## config.mk

```make
export PLATFORM = sky130hd
export DESIGN_NAME = serial_subtractor
export DESIGN_NICKNAME = d
export VERILOG_FILES = /design/src/rtl/serial_subtractor.sv
export SDC_FILE = /design/constraint.sdc
export NUM_CORES = 1
export LEC_CHECK = 0
export CAP_MARGIN = 15
export CORE_ASPECT_RATIO = 1.5
export CORE_UTILIZATION = 30
export CTS_CLUSTER_DIAMETER = 200
export DETAILED_ROUTE_END_ITERATION = 8
export GPL_TIMING_DRIVEN = 0
export HOLD_SLACK_MARGIN = 0.08
export PLACE_DENSITY_LB_ADDON = 0.3
export SLEW_MARGIN = 15
export SYNTH_ARGS = -nofsm -noshare
export SYNTH_HDL_FRONTEND = slang
export SYNTH_SLANG_ARGS = --single-unit
export TNS_END_PERCENT = 5
```

## constraint.sdc

```tcl
create_clock -name clk -period 1.4 [get_ports clk]
set_input_delay 0.28 -clock clk [delete_from_list [all_inputs] [get_ports clk]]
set_output_delay 0.28 -clock clk [all_outputs]
set_load 0.05 [all_outputs]
```

## src/rtl/serial_subtractor.sv

```systemverilog
// Bit-serial WIDTH-bit two's-complement subtractor (diff = a - b), LSB first, start/busy/done handshake.
// Define SERIAL_SUB_OVERFLOW_EN to add the signed-overflow output.
module serial_subtractor #(
    parameter int unsigned WIDTH = 4
) (
    input  logic             clk,
    input  logic             rst_n,
    input  logic             start,
    input  logic [WIDTH-1:0] a,
    input  logic [WIDTH-1:0] b,
    output logic             busy,
    output logic             done,
    output logic [WIDTH-1:0] diff,
    output logic             borrow
`ifdef SERIAL_SUB_OVERFLOW_EN
    ,
    output logic             overflow
`endif
);

    localparam int unsigned CW = $clog2(WIDTH) + 1;

    typedef enum logic [1:0] {
        S_IDLE = 2'd0,
        S_RUN  = 2'd1,
        S_DONE = 2'd2
    } state_t;

    state_t           r_state;
    state_t           w_state_next;
    logic             w_accept;
    logic             w_step;
    logic             w_last;

    // Minuend register doubles as the result shift register: sum bits enter at the MSB
    logic [WIDTH-1:0] r_a;
    logic [WIDTH-1:0] r_b;
    logic             r_carry;
    logic [CW-1:0]    r_count;
    logic             r_busy;
    logic             r_done;
    logic [WIDTH-1:0] r_diff;
    logic             r_borrow;

    logic             w_a_bit;
    logic             w_nb_bit;
    logic             w_sum;
    logic             w_cout;

    assign w_a_bit  = r_a[0];
    assign w_nb_bit = ~r_b[0];
    assign w_sum    = w_a_bit ^ w_nb_bit ^ r_carry;
    assign w_cout   = (w_a_bit & w_nb_bit) | (w_a_bit & r_carry) | (w_nb_bit & r_carry);

    // State register
    always_ff @(posedge clk or negedge rst_n) begin
        if (!rst_n) begin
            r_state <= S_IDLE;
        end else begin
            r_state <= w_state_next;
        end
    end

    // Next-state and step controls
    always_comb begin
        w_state_next = r_state;
        w_accept     = 1'b0;
        w_step       = 1'b0;
        w_last       = 1'b0;
        case (r_state)
            S_IDLE: begin
                if (start) begin
                    w_accept     = 1'b1;
                    w_state_next = S_RUN;
                end
            end
            S_RUN: begin
                w_step = 1'b1;
                if (r_count == CW'(WIDTH - 1)) begin
                    w_last       = 1'b1;
                    w_state_next = S_DONE;
                end
            end
            S_DONE: begin
                w_state_next = S_IDLE;
            end
            default: begin
                w_state_next = S_IDLE;
            end
        endcase
    end

    // Operand shifting, carry chain and registered handshake/result outputs
    always_ff @(posedge clk or negedge rst_n) begin
        if (!rst_n) begin
            r_a      <= '0;
            r_b      <= '0;
            r_carry  <= 1'b0;
            r_count  <= '0;
            r_busy   <= 1'b0;
            r_done   <= 1'b0;
            r_diff   <= '0;
            r_borrow <= 1'b0;
        end else begin
            r_busy <= (w_state_next == S_RUN);
            r_done <= (w_state_next == S_DONE);
            if (w_accept) begin
                r_a     <= a;
                r_b     <= b;
                r_carry <= 1'b1;
                r_count <= '0;
            end else if (w_step) begin
                r_a     <= {w_sum, r_a[WIDTH-1:1]};
                r_b     <= {1'b0, r_b[WIDTH-1:1]};
                r_carry <= w_cout;
                r_count <= r_count + CW'(1);
            end
            if (w_last) begin
                r_diff   <= {w_sum, r_a[WIDTH-1:1]};
                r_borrow <= ~w_cout;
            end
        end
    end

`ifdef SERIAL_SUB_OVERFLOW_EN
    logic r_overflow;

    // On the MSB step r_carry is the carry into the MSB
    always_ff @(posedge clk or negedge rst_n) begin
        if (!rst_n) begin
            r_overflow <= 1'b0;
        end else if (w_last) begin
            r_overflow <= r_carry ^ w_cout;
        end
    end

    assign overflow = r_overflow;
`endif

    assign busy   = r_busy;
    assign done   = r_done;
    assign diff   = r_diff;
    assign borrow = r_borrow;

endmodule

```

==> results.md <==
- Kind of critical path: in2reg
- Tot Pwr: 2.819 mW
- IO Count: 18
- Fin crit share: 96.75%
- Critical path, cell by cell: clkdlybuf4s50_1, buf_4, or4b_4, o221a_2
- Fin util: 41.67%
- Post-synth cell types: 20
- R2R Path Start: r_state[1]
- Net Count, Synth: 84
- EDFF count, synth: 0
- Wire per inst: 12.31 µm
- Critical path fanouts, max: 10
- Worst R2R End: r_a[1]
- Vias in the first global route: 633
- Global-route usage over all layers: 11.36%
- Sequential area share after synthesis: 55.05%
- Area Growth Syn to Fin: 29.75%
- CP max-delay cell: clkdlybuf4s50_1
- CP Launch Type: primary input
- Most common library cells after synthesis: 21 x dfrtp_1, 7 x inv_1, 7 x o221a_2, 7 x or4b_1, 4 x mux2_2
- Worst hold margin: 0.5055 ns
- Reg clk slew, reported paths: 0.07 ns
- Gr ovfl total: 0
- Total CTS buffers: 3
- Initial core utilization: 32.11%
- Crit path DAT: 1.50 ns
- Share of the synthesized area in the top cell type: 55.05%
- Max Slew Vio Count: 0
- Antenna viol nets, final: 0
- Pre-antenna DRT Iters: 4
- Async set-reset flop share out of synthesis: 100.0%
- CP Capture Type: flip-flop
- Largest cells by area after synthesis: dfrtp_1 55%, o221a_2 8.3%, or4b_1 7.3%, mux2_2 4.7%, inv_1 2.8%
- Leakage dissipation: 0.5557 nW
- Placement Cell Area: 1174 µm²
- Worst setup startpoint: start
- Num rows: 24
- Max Root-Sink Buffers: 2
- Fraction of layout cells with a size suffix above 1: 36.17%
- Hold Crit Class: reg2reg
- Max_slew headroom: 39.52%
- Status: completed
- Core Box Area: 2973 µm²
- GP Congestion: 0.6779
- Diodes inserted: 0
- Crit path largest cell delay: 0.48 ns
- VDD IR max: 0.8887 mV
- Final worst-path setup slack: 0.04545 ns
- Yosys reg bits: 21
- Synth area leader: dfrtp_1
- Design Area, Final: 1239 µm²
- Least-Margin Pin Slew: 0.9044 ns
- Endpoints failing setup: 0
- Worst-case reg-to-reg path depth: 3
- Top_reg_cell synth: dfrtp_1
- Hold Fails Final Rpt: 0
- Synth Area per Inst: 13.64 µm²
- Drt initial violations: 18
- Worst skew pair latency: 0.26 ns
- Die ar.: 3417 µm²
- Cell with the most instances after synthesis: dfrtp_1
- CTS root buf: clkbuf_8
- CTS tree: done
- Pin count of the biggest net entering global routing: 22
- CP Data Required Time: 1.54 ns
- Fillers: 289
- Yosys warns: 0
- Fmax: 738.3 MHz
- Port Buffers: 17
- CTS Sinks: 21
- Chip Width: 48.06 µm
- Worst reg-to-reg setup slack: 0.05 ns
- Place WS: -0.2566 ns
- Via count: 634
- First-pass GRT wire length: 2815 µm
- Max Cap Viol: 0
- PwrDens: 2276 nW/µm²
- DRC: 0
- Cells after synthesis: 70
- Min Clock Period, post-route: 1.355 ns
- Clock skew: 0.004865 ns
- RSZ-0062 raised after global routing: false
- Routed Wire Length: 1637 µm
- Initial antenna violation count: 0
- Detail Placement HPWL: 1288 µm
- Number of nets in the layout: 109
- Crit path to: r_a[2]
- # H-tree levels: 1
- Post-Syn Area: 954.7 µm²
- Die Ht: 71.09 µm
- Post-DR vias/cell: 4.767
==> worst max-delay path, delay by kind of cell <==
kind | cells | cell delay, ns
compound gates | 1 | 0.13
buf+inv | 2 | 0.63
simple gates | 1 | 0.45
==> flip-flops by register name, indices dropped and copies added, names as in the netlist <==
name	count
borrow	1
busy	1
diff	4
done	1
r_a	4
r_b	4
r_carry	1
r_count	3
r_state	2
==> cell families after synthesis <==
logic type      Yosys count  synth area share [%]
flops                    21                 55.05
compound gates           14                 13.50
simple gates             14                 13.24
buf+inv                  12                 6.684
mux                       6                 6.815
fa+ha+maj                 3                 4.718
==> metrics by stage <==
step | cells | TNS (ns)
after floorplan | 70 | 0
after CTS | 130 | -0.03372
after detailed placement | 126 | -3.425
final | 133 | 0
after global placement | 126 | -2.631
after global routing | 133 | 0
==> power breakdown <==
group	internal [mW]	leakage [nW]	switching, mW	total, mW
clock	0.198	0.0255	0.187	0.385
sequential	0.882	0.247	0.166	1.05
combinational	0.636	0.283	0.750	1.39
==> placed cells by master (no fill, tap or decap), types with 3 or more instances in the layout <==
cell type	n
or4b_1	6
dfrtp_1	21
mux2_2	4
clkbuf_2	5
inv_1	7
o221a_2	7
clkdlybuf4s50_1	10
clkbuf_8	3
buf_4	4
==> layout make-up <==
type | count | area, µm² | share of cell area (%)
Buffer | 5 | 40.04 | 3.232
Clock buffer | 3 | 41.29 | 3.333
Clock inverter | 1 | 5.005 | 0.4040
Inverter | 7 | 26.28 | 2.121
Multi-Input combinational cell | 37 | 384.1 | 31.01
Sequential cell | 21 | 525.5 | 42.42
Tap cell | 39 | 48.80 | 3.939
Timing Repair Buffer | 20 | 167.7 | 13.54
==> what timing repair did <==
action                                  CTS  global route
pin swaps                                 0             1
buffers inserted                          0             3
gates resized for setup                  13            12
endpoints found under the setup margin   11            17
hold buffers                              0             0
==> worst min path at each step <==
stage	start	endpoint	cells after the start
5_1_grt	diff[3]	diff[3]	1
2_1_floorplan	rst_n	borrow	0
4_1_cts	r_count[0]	r_count[0]	1
6_report	diff[1]	diff[1]	1
3_3_place_gp	r_count[0]	r_count[0]	1
3_5_place_dp	diff[2]	diff[2]	1
==> layer usage <==
layer	wire length [µm]	global-route usage [%]	up-vias
met2	850	18.17	15
met3	61	1.531	4
met1	687	14.38	309
met4	37	5.556	0
li1	-	-	306
met5	0	0	-
No activity file was read; power rests on OpenSTA's default activity.
